[src/rtl/sub_pkg.sv]
// Shared types and defaults for the pipelined carry-select subtractor.
// sub_s1_t is the stage-1 register layout at the default width.
package sub_pkg;

    localparam int SUB_WIDTH = 32;
    localparam int SUB_SPLIT = SUB_WIDTH / 2;

    typedef struct packed {
        logic [SUB_SPLIT-1:0]           lo;
        logic                           c_lo;
        logic [SUB_WIDTH-SUB_SPLIT-1:0] hi0;
        logic                           c0;
        logic [SUB_WIDTH-SUB_SPLIT-1:0] hi1;
        logic                           c1;
        logic                           sa;
        logic                           sb;
    } sub_s1_t;

endpackage

[src/rtl/csel_segment.sv]
// One ripple segment of the carry-select datapath: sum = x + y + ci.
module csel_segment #(
    parameter int W = 16
) (
    input  logic [W-1:0] x,
    input  logic [W-1:0] y,
    input  logic         ci,
    output logic [W-1:0] sum,
    output logic         co
);

    assign {co, sum} = {1'b0, x} + {1'b0, y} + {{W{1'b0}}, ci};

endmodule

[src/rtl/pipelined_sub.sv]
// Two-stage carry-select subtractor, diff = a - b - bin, with valid/ready on both sides.
// Stage 1 computes the low segment and both high-segment candidates; stage 2 selects.
module pipelined_sub
    import sub_pkg::*;
#(
    parameter int WIDTH = SUB_WIDTH,
    parameter int SPLIT = WIDTH / 2
) (
    input  logic             clk,
    input  logic             rst,
    input  logic             in_valid,
    output logic             in_ready,
    input  logic [WIDTH-1:0] a,
    input  logic [WIDTH-1:0] b,
    input  logic             bin,
    output logic             out_valid,
    input  logic             out_ready,
    output logic [WIDTH-1:0] diff,
    output logic             bout,
    output logic             overflow
);

    localparam int HW = WIDTH - SPLIT;

    if (WIDTH < 4 || (WIDTH % 2) != 0) begin : g_bad_width
        $error("pipelined_sub: WIDTH must be even and >= 4");
    end

    // Same field layout as sub_s1_t, sized from this instance's parameters.
    typedef struct packed {
        logic [SPLIT-1:0] lo;
        logic             c_lo;
        logic [HW-1:0]    hi0;
        logic             c0;
        logic [HW-1:0]    hi1;
        logic             c1;
        logic             sa;
        logic             sb;
    } s1_t;

    s1_t              s1_d;
    s1_t              s1_q;
    logic             s1_valid;
    logic             s2_adv;
    logic             s1_adv;
    logic             accept;
    logic [WIDTH-1:0] nb;
    logic [SPLIT-1:0] lo_sum;
    logic             lo_co;
    logic [HW-1:0]    hi0_sum;
    logic             hi0_co;
    logic [HW-1:0]    hi1_sum;
    logic             hi1_co;
    logic [HW-1:0]    hi_sel;
    logic             c_sel;

    assign s2_adv   = !out_valid || out_ready;
    assign s1_adv   = !s1_valid || s2_adv;
    assign in_ready = s1_adv;
    assign accept   = in_valid && in_ready;

    // Subtraction as a + ~b + ~bin; the high segment is evaluated for both carry-ins.
    assign nb = ~b;

    csel_segment #(.W(SPLIT)) u_lo (
        .x(a[SPLIT-1:0]), .y(nb[SPLIT-1:0]), .ci(~bin), .sum(lo_sum), .co(lo_co)
    );
    csel_segment #(.W(HW)) u_hi0 (
        .x(a[WIDTH-1:SPLIT]), .y(nb[WIDTH-1:SPLIT]), .ci(1'b0), .sum(hi0_sum), .co(hi0_co)
    );
    csel_segment #(.W(HW)) u_hi1 (
        .x(a[WIDTH-1:SPLIT]), .y(nb[WIDTH-1:SPLIT]), .ci(1'b1), .sum(hi1_sum), .co(hi1_co)
    );

    assign s1_d = '{lo: lo_sum, c_lo: lo_co, hi0: hi0_sum, c0: hi0_co,
                    hi1: hi1_sum, c1: hi1_co, sa: a[WIDTH-1], sb: b[WIDTH-1]};

    always_ff @(posedge clk or posedge rst) begin
        if (rst) begin
            // NOTE: data registers are reset too, so outputs read as zero and never X after reset.
            s1_q     <= '0;
            s1_valid <= 1'b0;
        end else begin
            // NOTE: non-blocking assignments keep every register sampling pre-edge values.
            if (accept) begin
                s1_q <= s1_d;
            end
            if (accept) begin
                s1_valid <= 1'b1;
            end else if (s2_adv) begin
                s1_valid <= 1'b0;
            end
        end
    end

    assign hi_sel = s1_q.c_lo ? s1_q.hi1 : s1_q.hi0;
    assign c_sel  = s1_q.c_lo ? s1_q.c1  : s1_q.c0;

    always_ff @(posedge clk or posedge rst) begin
        if (rst) begin
            out_valid <= 1'b0;
            diff      <= '0;
            bout      <= 1'b0;
            overflow  <= 1'b0;
        end else begin
            if (s2_adv) begin
                out_valid <= s1_valid;
            end
            if (s2_adv && s1_valid) begin
                diff     <= {hi_sel, s1_q.lo};
                bout     <= ~c_sel;
                overflow <= (s1_q.sa != s1_q.sb) && (hi_sel[HW-1] != s1_q.sa);
            end
        end
    end

endmodule

[config.mk]
export PLATFORM = sky130hd
export DESIGN_NAME = pipelined_sub
export DESIGN_NICKNAME = d
export VERILOG_FILES = /design/src/rtl/sub_pkg.sv /design/src/rtl/csel_segment.sv /design/src/rtl/pipelined_sub.sv
export SDC_FILE = /design/constraint.sdc
export NUM_CORES = 1
export LEC_CHECK = 0
export CAP_MARGIN = 20
export CORE_MARGIN = 3
export CORE_UTILIZATION = 30
export CTS_BUF_LIST = sky130_fd_sc_hd__clkbuf_8
export CTS_CLUSTER_DIAMETER = 60
export DETAILED_ROUTE_END_ITERATION = 6
export HOLD_SLACK_MARGIN = 0.1
export PLACE_DENSITY_LB_ADDON = 0.05
export REMOVE_ABC_BUFFERS = 1
export SYNTH_ARGS = -nofsm -noshare
export SYNTH_HDL_FRONTEND = slang
export SYNTH_HIERARCHICAL = 1
export SYNTH_SLANG_ARGS = --single-unit
[constraint.sdc]
create_clock -name clk -period 6.58 [get_ports clk]
set_input_delay 0.658 -clock clk [delete_from_list [all_inputs] [get_ports clk]]
set_output_delay 0.658 -clock clk [all_outputs]
set_load 0.005 [all_outputs]
==> impl_metrics.toml <==
[sta]
finalSetupTns_ps = 0
relSlewSlack_pct = 27.86
slew_violations = 0
hold_viol = 0
post-route-worst-setup-slack_ps = 3234
period_minus_slack_ps = 3346
fin_worst_skew_ps = 13.53
tightest_slew_ps = 1082
post-route-period-util_pct = 50.85
rsz0062_at_grt = "false"
setup_viol = 0
fmax_ghz = 0.2989

[cells_and_area]
nets = 770
num_antenna_cells = 0
fin_util_pct = 38.45
seqCellArea_mm2 = 0.002227
drive_gt1_share_pct = 18.93
synthToLayoutAreaGrowth_pct = 23.67
fillers = 1927
multi_input_area_mm2 = 0.003610

[critical_path]
critPathLaunchType = "input port"
endpoint_kind = "flip-flop"
crit_required_ps = 6840
path_class = "in -> reg"
crit_arrival_ps = 3610
cp_max_fo = 3

[synth]
yosysMostFrequentCell = "dfrtp_1"
synth_cell_type_count = 53
ys_ff_latch = 89
yosys_warnings = 6
netlist_top_cells_count = "dfrtp_1, mux2_4, a21oi_1"
ys_seq_area_share_pct = 36.10
syn_area_mm2 = 0.006170
async_flop_share_pct = 100.0
synth_edf_count = 0
synth_top_area_share_pct = 36.10
ys_top_cells_by_area = "dfrtp_1, mux2_4, ha_1"
synth_largest_area_cell = "dfrtp_1"
synthCells = 550
synth-main-ff-cell = "dfrtp_1"
synth.avg_cell_area_um2 = 11.22

[cts]
cts_made_buffers = 9
post_cts_resize_count = 0
clkLatencyLatePin_ps = 370
cts_tree = "built"
cts.clk_slew.worst_paths_ps = 100
cts_max_level = 3
cts_root_buffer = "clkbuf_8"
cts-hold-fix-buffers = 0
cts.sinks = 89
cts_setup_buffers = 0
ctsLongestPathBuffers = 2

[detailed_routing]
drc = 0
drt_wl_total_um = 14460
vias_per_cell = 4.764
drt_iter0_drc = 168
ant_nets = 0
firstDrtPassIters = 4
wire_per_inst_um = 15.72
num_vias = 4383

[die]
num_rows = 51
die_h_um = 149.4
initial_core_util_pct = 31.09
die-area_mm2 = 0.02232
ioPinCount = 105
core_area_mm2 = 0.01985
die_x_um = 149.4

[power]
p_leak_nw = 3.419
total_power_mw = 2.073
p_per_area_mw_per_mm2 = 271.7
ir_worst_vdd_mv = 0.1089
p_int_mw = 1.445
p_seq_share_pct = 40.6
p_sw_uw = 627.6
sw_frac_of_total_pct = 30.28
pwr-share-clk_pct = 21.0
pwr-share-comb_pct = 38.4

[placement]
routabilityCongestion = 0.8048
place_hpwl_um = 10880
dp_slack_ps = 2826
port_buffers = 104

[grt]
grt_pass1_vias = 4545
grt_pass1_wl_um = 23310
track_usage_pct = 13.11
grt_overflow_total = 0
grt_max_degree = 54
antenna_found_initial = 0

[run_status]
status = "complete, no violations"

[worst_hold_path]
hold_class = "reg -> reg"

[run]
maxCapViolations = 0
-- cells by family (layout without fill, tap and decap cells) --
group	Yosys count	after routing	synth area share, %
buffers and inverters	63	168	5.394
AOI/OAI and AO/OA	148	148	16.65
adders and majority gates	51	51	11.07
other	2	2	0.1217
DFF	89	89	36.10
and+or+nand+nor	68	68	6.064
muxes	89	89	18.92
xor gates and xnor gates	40	40	5.678
-- power by group through the flow --
stage	sequential (mW)	combinational, mW	clock, mW
3_5_place_dp	0.858	0.809	0
3_3_place_gp	0.852	0.801	0
4_1_cts	0.847	0.812	0.459
5_1_grt	0.869	0.872	0.478
2_1_floorplan	0.830	0.482	0
6_report	0.842	0.797	0.434
-- path summary, 6_finish.rpt --
| kind | from | to | slack (ps) | depth (start not counted) |
|---|---|---|---|---|
| worst min register to register | diff[8] | diff[8] | 510 | 1 |
| worst max-delay path | b[16] | s1_q[19] | 3230 | 11 |
| min in group asynchronous | rst | diff[0] | 690 | 2 |
| worst max register to register | s1_valid | s1_q[51] | 4430 | 4 |
| max in group asynchronous | rst | s1_q[32] | 4720 | 3 |
| worst min-delay path | diff[8] | diff[8] | 510 | 1 |
-- through the flow --
step	hold slack, ps	std cells	instance area, um^2
after floorplan	475.0	532	6006
after global placement	487.4	904	7402
after detailed placement	492.2	904	7402
after CTS	509.8	920	7630
after global routing	528.6	920	7630
final	509.5	920	7630
-- state kept, by name, summed over array words and instances, names as in the netlist --
register	flops
bout	1
diff	32
out_valid	1
overflow	1
s1_q	53
s1_valid	1
-- layer usage --
| layer | vias to the layer above | wire length [um] | GRT usage [%] |
|---|---|---|---|
| met2 | 95 | 6571 | 20.81 |
| met1 | 2098 | 7120 | 18.04 |
| met5 | - | 0 | 0 |
| met4 | 0 | 184 | 4.256 |
| li1 | 2175 | - | - |
| met3 | 15 | 586 | 2.522 |
-- final cells by class --
class                      count  share of cell area (%)
clock buffer                  10                   1.804
clock inverter                 6                   1.181
inverter                      45                   2.230
multi-input combinational    398                   47.31
sequential                    89                   29.19
tap                          265                   4.346
timing repair buffer         107                   13.94
-- cell usage in the layout (no fill, tap or decap), types with 11 or more instances in the layout --
| cell | Yosys | routed |
|---|---|---|
| a21oi_1 | 48 | 48 |
| a31oi_1 | 19 | 19 |
| clkdlybuf4s50_1 | 0 | 104 |
| dfrtp_1 | 89 | 89 |
| ha_1 | 45 | 45 |
| inv_1 | 44 | 43 |
| mux2_2 | 21 | 21 |
| mux2_4 | 50 | 50 |
| mux2i_1 | 18 | 18 |
| nand2_1 | 17 | 17 |
| nor2_1 | 11 | 11 |
| xnor2_1 | 23 | 23 |
| xor2_1 | 17 | 17 |
-- worst max-delay path: stages --
cell             delay, ps
clkdlybuf4s50_1        460
inv_1                   90
fa_1                   470
fa_1                   480
a21oi_2                210
o21ai_2                110
a21oi_2                210
o221ai_2               160
a221o_1                320
a21o_1                 180
mux2_4                 260
No activity file was read; power rests on OpenSTA's default activity.
